==> config.mk <==
export PLATFORM = sky130hd
export DESIGN_NAME = dec8_to_hex27
export DESIGN_NICKNAME = d
export VERILOG_FILES = /design/src/rtl/dec_conv_defs.sv /design/src/rtl/dec8_to_hex27_bcd_mac10.sv /design/src/rtl/dec8_to_hex27.sv
export SDC_FILE = /design/constraint.sdc
export NUM_CORES = 1
export LEC_CHECK = 0
export BUFFER_PORTS_ARGS = -buffer_cell sky130_fd_sc_hd__buf_2
export CAP_MARGIN = 20
export CORE_MARGIN = 2
export CORE_UTILIZATION = 50
export CTS_CLUSTER_SIZE = 10
export DETAILED_ROUTE_END_ITERATION = 10
export GPL_TIMING_DRIVEN = 0
export PLACE_DENSITY = 0.84
export SYNTH_ARGS = -nofsm -noshare
export SYNTH_HDL_FRONTEND = slang
export SYNTH_SLANG_ARGS = --single-unit
==> constraint.sdc <==
create_clock -name clk -period 2.85 [get_ports clk]
set_input_delay 0 -clock clk [delete_from_list [all_inputs] [get_ports clk]]
set_output_delay 0 -clock clk [all_outputs]
set_load 0.1 [all_outputs]
==> src/rtl/dec_conv_defs.sv <==
// Shared definitions for the BCD <-> binary converters.
// Digit count, binary width, BCD digit width and the control-state encodings.
// Pure declarations: no logic, no latency, no flow control.
package dec_conv_defs;

  localparam int ND   = 8;          // number of BCD digits
  localparam int NB   = 27;         // binary result width (99_999_999 < 2^27)
  localparam int DW   = 4;          // width of one BCD digit
  localparam int DECW = ND * DW;    // packed BCD input width

  // Control-state encodings; 2'd3 is never entered on purpose.
  localparam logic [1:0] S_IDLE = 2'd0;
  localparam logic [1:0] S_CONV = 2'd1;
  localparam logic [1:0] S_DONE = 2'd2;

  typedef enum logic [1:0] {
    ST_IDLE = S_IDLE,
    ST_CONV = S_CONV,
    ST_DONE = S_DONE
  } state_t;

  // Pointer value loaded at start: index of the most significant digit.
  localparam logic [3:0] PTR_MSD = 4'(ND - 1);

endpackage

==> src/rtl/dec8_to_hex27_bcd_mac10.sv <==
// Multiply-accumulate step for decimal-to-binary conversion: acc*10 + digit.
// Purely combinational, zero latency.
// No flow control; also flags a digit outside 0..9.
import dec_conv_defs::*;

module bcd_mac10 #(
  parameter int NB = dec_conv_defs::NB
) (
  input  logic [NB-1:0] acc_in,
  input  logic [3:0]    dig,
  output logic [NB-1:0] acc_out,
  output logic          bad
);

  logic [NB-1:0] times8;
  logic [NB-1:0] times2;
  logic [NB-1:0] dig_ext;

  // acc*10 built from two shifts; result wraps modulo 2^NB.
  always_comb begin
    times8  = {acc_in[NB-4:0], 3'b000};
    times2  = {acc_in[NB-2:0], 1'b0};
    dig_ext = {{(NB-4){1'b0}}, dig};
    acc_out = times8 + times2 + dig_ext;
    bad     = (dig > 4'd9);
  end

endmodule

==> src/rtl/dec8_to_hex27.sv <==
// Sequential 8-digit packed-BCD to 27-bit binary converter, one digit per clock, MSD first.
// Latency: st sampled at edge k, done pulses with Dbin valid after edge k+9.
// No queuing: st while busy is dropped; next start accepted at edge k+10 earliest.
import dec_conv_defs::*;

module dec8_to_hex27 (
  input  logic            clk,
  input  logic            rst,
  input  logic            st,
  input  logic [DECW-1:0] Ddec,
  output logic [NB-1:0]   Dbin,
  output logic            done,
  output logic            busy,
  output logic [3:0]      ptr_dig,
  output logic            err
);

  state_t          state, state_nx;
  logic [DECW-1:0] sr, sr_nx;
  logic [NB-1:0]   acc, acc_nx;
  logic            errf, errf_nx;
  logic [NB-1:0]   dbin_nx;
  logic            err_nx;
  logic            done_nx;
  logic            busy_nx;
  logic [3:0]      ptr_nx;

  logic [NB-1:0]   mac_acc;
  logic            mac_bad;

  bcd_mac10 #(.NB(NB)) u_mac (
    .acc_in  (acc),
    .dig     (sr[DECW-1 -: DW]),
    .acc_out (mac_acc),
    .bad     (mac_bad)
  );

  // State and datapath registers; async reset returns everything to zero/IDLE.
  always_ff @(posedge clk or posedge rst) begin
    if (rst) begin
      state   <= ST_IDLE;
      sr      <= '0;
      acc     <= '0;
      errf    <= 1'b0;
      Dbin    <= '0;
      err     <= 1'b0;
      done    <= 1'b0;
      busy    <= 1'b0;
      ptr_dig <= 4'd0;
    end else begin
      state   <= state_nx;
      sr      <= sr_nx;
      acc     <= acc_nx;
      errf    <= errf_nx;
      Dbin    <= dbin_nx;
      err     <= err_nx;
      done    <= done_nx;
      busy    <= busy_nx;
      ptr_dig <= ptr_nx;
    end
  end

  // Next-state and next-register values; busy stays high through the done cycle.
  always_comb begin
    state_nx = state;
    sr_nx    = sr;
    acc_nx   = acc;
    errf_nx  = errf;
    dbin_nx  = Dbin;
    err_nx   = err;
    done_nx  = 1'b0;
    busy_nx  = busy;
    ptr_nx   = ptr_dig;

    case (state)
      ST_IDLE: begin
        busy_nx = 1'b0;
        ptr_nx  = 4'd0;
        if (st) begin
          state_nx = ST_CONV;
          sr_nx    = Ddec;
          acc_nx   = '0;
          errf_nx  = 1'b0;
          ptr_nx   = PTR_MSD;
          busy_nx  = 1'b1;
        end
      end

      ST_CONV: begin
        acc_nx  = mac_acc;
        errf_nx = errf | mac_bad;
        sr_nx   = {sr[DECW-DW-1:0], {DW{1'b0}}};
        busy_nx = 1'b1;
        if (ptr_dig == 4'd0) begin
          ptr_nx   = 4'd0;
          state_nx = ST_DONE;
        end else begin
          ptr_nx = ptr_dig - 4'd1;
        end
      end

      ST_DONE: begin
        dbin_nx  = acc;
        err_nx   = errf;
        done_nx  = 1'b1;
        busy_nx  = 1'b1;
        ptr_nx   = 4'd0;
        state_nx = ST_IDLE;
      end

      default: begin
        // Unused encoding: fall back to IDLE with every register at its reset value.
        state_nx = ST_IDLE;
        sr_nx    = '0;
        acc_nx   = '0;
        errf_nx  = 1'b0;
        dbin_nx  = '0;
        err_nx   = 1'b0;
        busy_nx  = 1'b0;
        ptr_nx   = 4'd0;
      end
    endcase
  end

endmodule
==> results.py, run 1 <==
metrics = {
    "synth": {
        "synth_compound_area_frac": 0.190,
        "yosysMostFrequentCell": "nand2_1",
        "synthCells": 597,
        "yosysWarnings": 0,
        "synth-main-ff-cell": "dfrtp_1",
        "synth_mux_area_frac": 0,
        "ys_seq_area_frac": 0.437,
        "ys_top_cells_by_count": "nand2_1 (131), dfrtp_1 (96), o21ai_0 (57)",
        "async_flop_share": 1.00,
        "syn_avg_cell_area_sq_um": 9.20,
        "synth_edf_count": 0,
        "yosysTopAreaCellShare": 0.437,
        "synth_top_family_by_area": "compound AO/OA/AOI/OAI gates",
        "syn_nets": 688,
        "synthSimpleGateAreaFrac": 0.161,
        "ys_top_cells_by_area": "dfrtp_1 (44%), ha_1 (12%), nand2_1 (9.0%), o21ai_0 (5.2%), a22oi_1 (3.8%)",
        "synth.ff_latch_count": 96,
        "synth_top_area_cell": "dfrtp_1",
        "synthAdderAreaFrac": 0.130,
        "netlist_area_sq_um": 5490,
        "synth_cell_type_count": 56,
        "synth_xor_area_frac": 0.0367,
    },
    "clocking": {
        "clk_pin_slew_ps": 100,
        "cts-root-buf": "clkbuf_8",
        "tritoncts": "built",
        "cts_buffers": 9,
        "cts_max_level": 3,
        "clk_latency_ps": 390,
        "cts_sinks": 96,
        "clk_path_buf_depth": 2,
    },
    "drt": {
        "wl_met3_microns": 844,
        "num_vias": 4999,
        "highest_layer": "met4",
        "avgRoutedWirePerCell_microns": 16.6,
        "drt-initial-drc-count": 414,
        "totalWireLength_mm": 14.3,
        "post-route-drc-count": 0,
        "met2_length_mm": 7.27,
        "firstDrtPassIters": 6,
        "via_per_inst": 5.79,
        "ant_nets": 0,
        "met1_length_mm": 5.83,
    },
    "power": {
        "power.density_nw_per_um2": 744,
        "finalPower_w": 0.00500,
        "worst_ir_drop_vdd_uv": 901,
        "p_leak_nw": 3.42,
    },
    "timing": {
        "timing.fmax_mhz": 357,
        "hold-worst-slack_ps": 199,
        "max_slew.worst_pin.slew_ps": 559,
        "slew_headroom": 0.627,
        "setup_violations": 0,
        "fin_skew_ps": 16.6,
        "fin_setup_tns_ps": 0,
        "min_period_ps": 2800,
        "slew_violations": 0,
        "hold_viol_final": 0,
        "fin_crit_sh": 0.982,
    },
    "place": {
        "dp_hpwl_mm": 9.72,
        "routabilityCongestion": 0.945,
        "io_buffers": 68,
    },
    "layout": {
        "nets": 810,
        "num_antenna_cells": 0,
        "final_core_util": 0.623,
        "drive_above_1_share": 0.175,
        "n_fill_cell": 852,
        "areaGrowthSynthToFinish_pct": 22.3,
    },
    "floorplanning": {
        "ios": 69,
        "start_util": 0.509,
        "rows": 38,
        "die_area_sq_um": 11800,
        "die_w_microns": 109,
        "die_h_microns": 109,
        "core_sq_um": 10800,
    },
    "flow_run": {
        "max_cap_violations": 0,
    },
    "global_route": {
        "grt_max_degree": 58,
        "grt_antenna_before_repair": 0,
        "first_global_vias": 4989,
        "grt_usage": 0.251,
        "grt-ovfl-total": 0,
        "grt_first_pass_wirelength_mm": 23.3,
    },
    "critical_path": {
        "crit_required_ps": 3110,
        "worstPathMaxFanout": 3,
        "cp-end-kind": "flop",
        "start_kind": "flop",
        "arrival_ps": 3060,
        "crit_type": "reg -> reg",
    },
    "status": {
        "status": "completed",
    },
    "min_path": {
        "min_path_type": "in -> async",
    },
}
## per-layer routing
layer  vias up  track usage
li1       2348            -
met1      2405        0.311
met4         0       0.0934
met2       209        0.433
met5         -            0
met3        37       0.0508
## per-stage QoR
stage,setup WS (ps),cells,area (sq um)
final,51.2,864,6720
after global routing,-101,864,6720
after CTS,23.5,858,6610
after detailed placement,-268,806,6040
after global placement,-621,805,6010
after floorplan,209,597,5490
## critical path, stage by stage (launching register included)
cell	delay, ps
dfrtp_1	390
inv_2	70
fa_2	610
inv_2	60
ha_4	260
a21oi_2	60
nand4b_1	270
a2111o_1	470
nand4_4	150
a31oi_4	100
xor2_1	180
o21ai_1	70
## flip-flops by register name, summed over array words and instances, names as in the netlist
| signal | flops |
|---|---|
| busy | 1 |
| err | 1 |
| done | 1 |
| errf | 1 |
| state | 2 |
| Dbin | 27 |
| acc | 27 |
| sr | 32 |
| ptr_dig | 4 |
## cell usage in the layout, fill, tap and decap left out, types with 4 or more instances in the layout
cell and n:
buf_6 5, nand4_1 6, buf_2 69, a21o_1 9, buf_4 10, dfrtp_1 96
nand2_1 131, o21ai_1 6, xor2_1 11, clkbuf_8 9, clkbuf_1 26, nand3_1 32
dlygate4sd3_1 34, a22oi_1 28, a21oi_2 4, nor2_1 14, inv_1 13, nor3_1 7
xnor2_1 12, a22o_1 4, o21a_1 4, ha_1 53, o21ai_0 56, a21oi_1 24
## kinds of logic after synthesis
group	count (synthesis)
AOI/OAI and AO/OA	165
and+or+nand+nor	205
adders and majority gates	56
xor gates and xnor gates	23
buffers and inverters	52
DFF	96
## path summary, 6_finish.rpt
path / startpoint / to / slack [ps] / depth (start not counted)
worst max-delay path: acc[2]$_DFFE_PP0P_ / acc[21]$_DFFE_PP0P_ / 50 / 11
worst min-delay path: rst / Dbin[22]$_DFFE_PP0N_ / 200 / 3
worst max register to register: acc[2]$_DFFE_PP0P_ / acc[21]$_DFFE_PP0P_ / 50 / 11
worst min register to register: Dbin[3]$_DFFE_PP0N_ / Dbin[3]$_DFFE_PP0N_ / 490 / 2
max in group asynchronous: rst / acc[5]$_DFFE_PP0P_ / 1990 / 4
min in group clk: Ddec[2] / sr[2]$_DFFE_PP0P_ / 370 / 3
## timing repair
| item | 4_1_cts | 5_1_grt |
|---|---|---|
| setup endpoints to repair | 8 | 15 |
| gates resized for setup | 6 | 13 |
| pin swaps | 1 | 9 |
| hold buffers | 34 | 0 |
| hold endpoints to repair | 76 | 0 |
| gates cloned | 0 | 0 |
| setup buffers | 2 | 6 |
## where the power goes
part,switching [W],leakage (nW),internal [W]
Clock,0.000546,0.0953,0.000340
Sequential,0.000202,1.31,0.00162
Combinational,0.00165,2.02,0.000642
Total,0.00239,3.42,0.00260
## layout make-up
cell class,count,area (sq um),share of cell area
Buffer,36,186,0.0277
Clock buffer,10,128,0.0190
Clock inverter,6,57.6,0.00857
Inverter,16,62.6,0.00931
Multi-Input combinational cell,449,2940,0.437
Sequential cell,96,2400,0.358
Tap cell,140,175,0.0261
Timing Repair Buffer,111,768,0.114
Note: power is estimated with default switching activity, not from simulation.
==> run 2: changes to the inputs <==
--- a/config.mk
+++ b/config.mk
@@ -7,12 +7,14 @@
 export LEC_CHECK = 0
 export BUFFER_PORTS_ARGS = -buffer_cell sky130_fd_sc_hd__buf_2
 export CAP_MARGIN = 20
+export CORE_ASPECT_RATIO = 0.5
 export CORE_MARGIN = 2
 export CORE_UTILIZATION = 50
 export CTS_CLUSTER_SIZE = 10
 export DETAILED_ROUTE_END_ITERATION = 10
 export GPL_TIMING_DRIVEN = 0
 export PLACE_DENSITY = 0.84
+export SETUP_SLACK_MARGIN = 0.15
 export SYNTH_ARGS = -nofsm -noshare
 export SYNTH_HDL_FRONTEND = slang
 export SYNTH_SLANG_ARGS = --single-unit
==> run 2 against run 1 <==
  * Global-route usage fell by 0.34 points
  * Non-clock buffer count rose by 1
  * Combinational power rose by 4%
  * Sequential cell count did not move
  * Hold slack got worse by 47 ps
  * Setup slack improved by 13 ps
  * Sequential share of layout area fell by 0.88 points
  * Clock skew fell by 8.3 ps
  * Sequential power barely moved
  * Die area rose by 0.43%
  * Count of clock-buffer cells in the layout fell by 1
  * Register-to-register slack barely moved
==> results.py, run 2 (synthesis results as in run 1) <==
metrics = {
    "power": {
        "p_comb_frac": 0.434,
        "worst_ir_drop_vdd_uv": 1050,
        "clkPwrFrac": 0.233,
        "finalPower_w": 0.00549,
        "internal_power_w": 0.00299,
        "swShare": 0.456,
        "p_sw_w": 0.00251,
        "power.density_nw_per_um2": 797,
        "pwr-share-seq": 0.333,
        "p_leak_nw": 3.47,
    },
    "critical_path": {
        "worstRegToRegCells": 11,
        "r2r_slack_ps": 60,
        "worstPathMaxFanout": 3,
        "crit_start": "acc[2]$_DFFE_PP0P_",
        "r2r-end": "acc[21]$_DFFE_PP0P_",
        "start_kind": "flop",
        "reg2reg_from": "acc[2]$_DFFE_PP0P_",
        "arrival_ps": 3020,
        "crit_required_ps": 3080,
        "cp-end-kind": "flop",
        "crit_type": "reg -> reg",
    },
    "timing": {
        "min_period_ps": 2790,
        "hold_viol_final": 0,
        "fin_crit_sh": 0.978,
        "slew_violations": 0,
        "setup_violations": 0,
        "fin_setup_tns_ps": 0,
        "timing.fmax_mhz": 359,
        "rsz0062_at_grt": "yes",
        "layout_setup_ws_ps": 63.7,
        "max_slew.worst_pin.slew_ps": 594,
        "fin_skew_ps": 8.29,
        "slew_headroom": 0.604,
    },
    "layout": {
        "most-common-layout-cells": "nand2_1 (131), dfrtp_1 (96), buf_2 (69)",
        "multi_input_comb_area_sq_um": 2980,
        "final_cell_area_sq_um": 6890,
        "final-seq-area_sq_um": 2400,
        "largest_register": "sr",
        "final_core_util": 0.660,
        "drive_above_1_share": 0.188,
        "areaGrowthSynthToFinish_pct": 25.4,
        "final_common_cell": "nand2_1",
        "num_antenna_cells": 0,
        "n_fill_cell": 788,
        "largest_registers": "sr: 32 flops, Dbin: 27 flops, acc: 27 flops",
        "largest_register_ffs": 32,
        "nets": 811,
    },
    "global_route": {
        "grt_usage": 0.248,
        "grt_use_met3": 0.0569,
        "first_global_vias": 4940,
        "top_usage_layer": "met2",
        "grt_first_pass_wirelength_mm": 23.8,
        "grt-ovfl-total": 0,
        "grt_max_degree": 75,
        "use_met1": 0.322,
        "grt_antenna_before_repair": 0,
        "globalRouteMet2Util": 0.416,
    },
    "drt": {
        "totalWireLength_mm": 15.0,
        "post-route-drc-count": 0,
        "ant_nets": 0,
        "drt-initial-drc-count": 368,
        "avgRoutedWirePerCell_microns": 17.4,
        "via_per_inst": 5.89,
        "firstDrtPassIters": 5,
        "num_vias": 5093,
    },
    "clocking": {
        "clk_latency_ps": 360,
        "cts_max_level": 3,
        "cts_sinks": 96,
        "clk_path_buf_depth": 2,
        "clk_pin_slew_ps": 80,
        "tritoncts": "built",
        "cts-root-buf": "clkbuf_16",
        "cts_buffers": 9,
    },
    "place": {
        "dp_worst_setup_slack_ps": -239,
        "dp_hpwl_mm": 9.76,
        "io_buffers": 68,
        "postPlaceCellArea_sq_um": 6040,
        "routabilityCongestion": 0.923,
    },
    "floorplanning": {
        "core_sq_um": 10400,
        "ios": 69,
        "rows": 26,
        "die_h_microns": 78.1,
        "die_w_microns": 152,
        "die_area_sq_um": 11900,
        "start_util": 0.526,
    },
    "flow_run": {
        "max_cap_violations": 0,
    },
    "min_path": {
        "min_path_type": "in -> async",
    },
    "status": {
        "status": "completed",
    },
}
## run 2: how the worst max path moves through the flow
stage	endpoint	slack [ps]	cells after the start
after floorplan	acc[24]$_DFFE_PP0P_	210	10
after global placement	Dbin[14]$_DFFE_PP0N_	-720	2
after detailed placement	acc[24]$_DFFE_PP0P_	-240	10
after CTS	acc[21]$_DFFE_PP0P_	100	11
after global routing	acc[25]$_DFFE_PP0P_	-10	11
final	acc[21]$_DFFE_PP0P_	60	11
## run 2: timing repair
action                                  in CTS  in global routing
hold buffers                                34                  0
endpoints found under the hold margin      105                  0
pin swaps                                    9                  9
gates resized for setup                     15                 14
endpoints found under the setup margin      13                 14
cloned                                       0                  0
buffers inserted                             6                  3
## run 2: critical path, cell delays in order, from the launching register on
cell and delay [ps]:
dfrtp_1 370, inv_2 60, fa_2 590, inv_2 50, ha_4 260, a21oi_2 60, nand4b_1 290, a2111o_1 470
nand4_4 140, a31oi_4 90, xor2_1 200, o21ai_1 70
## run 2: final cells by class
| class | count | area share |
|---|---|---|
| Multi-Input combinational cell | 449 | 0.433 |
| Sequential cell | 96 | 0.349 |
| Timing Repair Buffer | 112 | 0.113 |
| Clock buffer | 9 | 0.0327 |
| Buffer | 36 | 0.0271 |
| Tap cell | 140 | 0.0254 |
| Clock inverter | 6 | 0.0113 |
| Inverter | 16 | 0.00908 |
## run 2: stage by stage
step	cells	hold slack (ps)
2_1_floorplan	597	133
3_3_place_gp	805	224
5_1_grt	864	192
6_report	864	152
4_1_cts	861	156
3_5_place_dp	806	-16.1
## run 2: routing by layer
layer / share of wire / wire length (microns)
met2: 0.47 / 7090
met1: 0.44 / 6550
met5: 0 / 0
met3: 0.067 / 1000
met4: 0.027 / 402
## run 2: power by group through the flow
stage | sequential, W | combinational [W] | clock [W]
final | 0.00183 | 0.00238 | 0.00128
after global routing | 0.00185 | 0.00256 | 0.00133
after CTS | 0.00182 | 0.00225 | 0.00127
after detailed placement | 0.00184 | 0.00214 | 0
after global placement | 0.00182 | 0.00206 | 0
after floorplan | 0.00215 | 0.00123 | 0
==> run 3: changes to the inputs <==
--- a/config.mk
+++ b/config.mk
@@ -9,11 +9,11 @@
 export CAP_MARGIN = 20
 export CORE_ASPECT_RATIO = 0.5
 export CORE_MARGIN = 2
-export CORE_UTILIZATION = 50
+export CORE_UTILIZATION = 30
 export CTS_CLUSTER_SIZE = 10
 export DETAILED_ROUTE_END_ITERATION = 10
-export GPL_TIMING_DRIVEN = 0
-export PLACE_DENSITY = 0.84
+export GPL_ROUTABILITY_DRIVEN = 0
+export PLACE_DENSITY = 0.59
 export SETUP_SLACK_MARGIN = 0.15
 export SYNTH_ARGS = -nofsm -noshare
 export SYNTH_HDL_FRONTEND = slang
==> run 3 against run 2 <==
  * Non-clock buffer count is 29 lower
  * Setup slack better by 65 ps
  * Die area increased by 64%
  * Sequential cell count unchanged
  * Hold slack better by 250 ps
  * Fmax rose by 2.4%
  * Via count decreased by 10%
  * Final area is 0.45% lower
  * Critical endpoint is now acc[22]$_DFFE_PP0P_
==> results.py, run 3 (synthesis results as in run 1) <==
metrics = {
    "layout": {
        "nets": 782,
        "final_core_util": 0.388,
        "num_antenna_cells": 0,
        "final_common_cell": "nand2_1",
        "largest_register_ffs": 32,
        "drive_above_1_share": 0.193,
        "final_cell_area_sq_um": 6860,
        "largest_registers": "sr: 32 flops, Dbin: 27 flops, acc: 27 flops",
        "most-common-layout-cells": "nand2_1 (131), dfrtp_1 (96), buf_2 (68)",
        "largest_register": "sr",
        "areaGrowthSynthToFinish_pct": 24.8,
    },
    "clocking": {
        "cts-root-buf": "clkbuf_16",
        "clk_latency_ps": 350,
        "cts_max_level": 3,
        "clk_pin_slew_ps": 70,
        "tritoncts": "built",
        "cts_buffers": 9,
        "clk_path_buf_depth": 2,
        "cts_sinks": 96,
    },
    "floorplanning": {
        "die_h_microns": 99.7,
        "ios": 69,
        "die_area_sq_um": 19500,
        "rows": 34,
        "die_w_microns": 195,
        "start_util": 0.311,
        "core_sq_um": 17700,
    },
    "critical_path": {
        "cp-end-kind": "flop",
        "worstPathMaxFanout": 4,
        "start_kind": "flop",
        "crit_required_ps": 3110,
        "crit_type": "reg -> reg",
        "arrival_ps": 2980,
    },
    "global_route": {
        "grt_usage": 0.141,
        "grt_antenna_before_repair": 0,
        "grt-ovfl-total": 0,
        "grt_first_pass_wirelength_mm": 22.4,
        "grt_max_degree": 74,
        "first_global_vias": 4450,
    },
    "flow_run": {
        "max_cap_violations": 0,
    },
    "timing": {
        "slew_headroom": 0.375,
        "setup_violations": 0,
        "fin_crit_sh": 0.955,
        "max_slew.worst_pin.slew_ps": 937,
        "timing.fmax_mhz": 368,
        "fin_skew_ps": 8.04,
        "fin_setup_tns_ps": 0,
        "slew_violations": 0,
        "hold-worst-slack_ps": 404,
        "hold_viol_final": 0,
        "rsz0062_at_grt": "yes",
        "min_period_ps": 2720,
    },
    "power": {
        "p_leak_nw": 3.44,
        "finalPower_w": 0.00522,
        "worst_ir_drop_vdd_uv": 515,
        "power.density_nw_per_um2": 761,
    },
    "drt": {
        "totalWireLength_mm": 13.3,
        "num_vias": 4581,
        "ant_nets": 0,
        "firstDrtPassIters": 7,
        "via_per_inst": 4.93,
        "avgRoutedWirePerCell_microns": 14.3,
        "post-route-drc-count": 0,
        "drt-initial-drc-count": 286,
    },
    "min_path": {
        "min_path_type": "in -> async",
    },
    "place": {
        "dp_hpwl_mm": 9.00,
        "postPlaceCellArea_sq_um": 6030,
        "io_buffers": 68,
    },
    "status": {
        "status": "completed",
    },
}
[run 3: cell types whose count changed in the layout (fill, tap and decap cells not counted), moves of 2 or more]
cell,change
ha_4,-2
clkbuf_1,-25
buf_6,-5
inv_6,+3
ha_1,+2
buf_1,-2
o21ai_2,-2
buf_4,+5
[run 3: path summary, 6_finish.rpt]
| check | cells after the start | slack, ps | start | end |
|---|---|---|---|---|
| worst max-delay path | 11 | 130 | acc[2]$_DFFE_PP0P_ | acc[22]$_DFFE_PP0P_ |
| max in group asynchronous | 4 | 1640 | rst | ptr_dig[3]$_DFF_PP0_ |
| worst min register to register | 2 | 470 | Dbin[16]$_DFFE_PP0N_ | Dbin[16]$_DFFE_PP0N_ |
| worst max register to register | 11 | 130 | acc[2]$_DFFE_PP0P_ | acc[22]$_DFFE_PP0P_ |
| worst min-delay path | 3 | 400 | rst | Dbin[2]$_DFFE_PP0N_ |
| min in group clk | 4 | 410 | Ddec[19] | sr[19]$_DFFE_PP0P_ |
[run 3: repair_timing]
action                                  CTS  global route
endpoints found under the hold margin   105             0
pin swaps                                 5            12
setup buffers                             4             3
hold buffers                             34             0
resized for setup                         7            18
endpoints found under the setup margin   13            17
[run 3: cell type report]
cell class | count | area (sq um)
Clock buffer | 9 | 225
Clock inverter | 7 | 85.1
Fill cell | 1740 | 10800
Inverter | 16 | 62.6
Multi-Input combinational cell | 449 | 2970
Sequential cell | 96 | 2400
Tap cell | 234 | 293
Timing Repair Buffer | 119 | 821
[run 3: power breakdown]
part / internal (W) / switching [W]
clock: 0.000701 / 0.000570
sequential: 0.00162 / 0.000194
combinational: 0.000609 / 0.00152
total: 0.00294 / 0.00229
[run 3: metal layers]
layer | vias up | wire length, microns | GRT usage | part of all wire
met4 | 0 | 55 | 0.0370 | 0.0041
met5 | - | 0 | 0 | 0
met3 | 4 | 309 | 0.0234 | 0.023
li1 | 2294 | - | - | -
met1 | 2210 | 6780 | 0.196 | 0.51
met2 | 73 | 6150 | 0.230 | 0.46
[run 3: worst max-delay path, cell delays in order, from the launching register on]
cell,delay (ps)
dfrtp_1,410
inv_2,80
fa_2,450
buf_4,160
fa_2,350
nand2b_4,170
a21oi_4,190
a31oi_4,150
o211ai_2,270
a21oi_1,120
xor2_1,150
o21ai_0,150
[run 3: through the flow]
step | setup WS, ps | std cells
global placement | 74.8 | 873
CTS | 132 | 927
detailed placement | 10.0 | 873
finish | 129 | 930
floorplan | 209 | 597
global route | 44.0 | 930
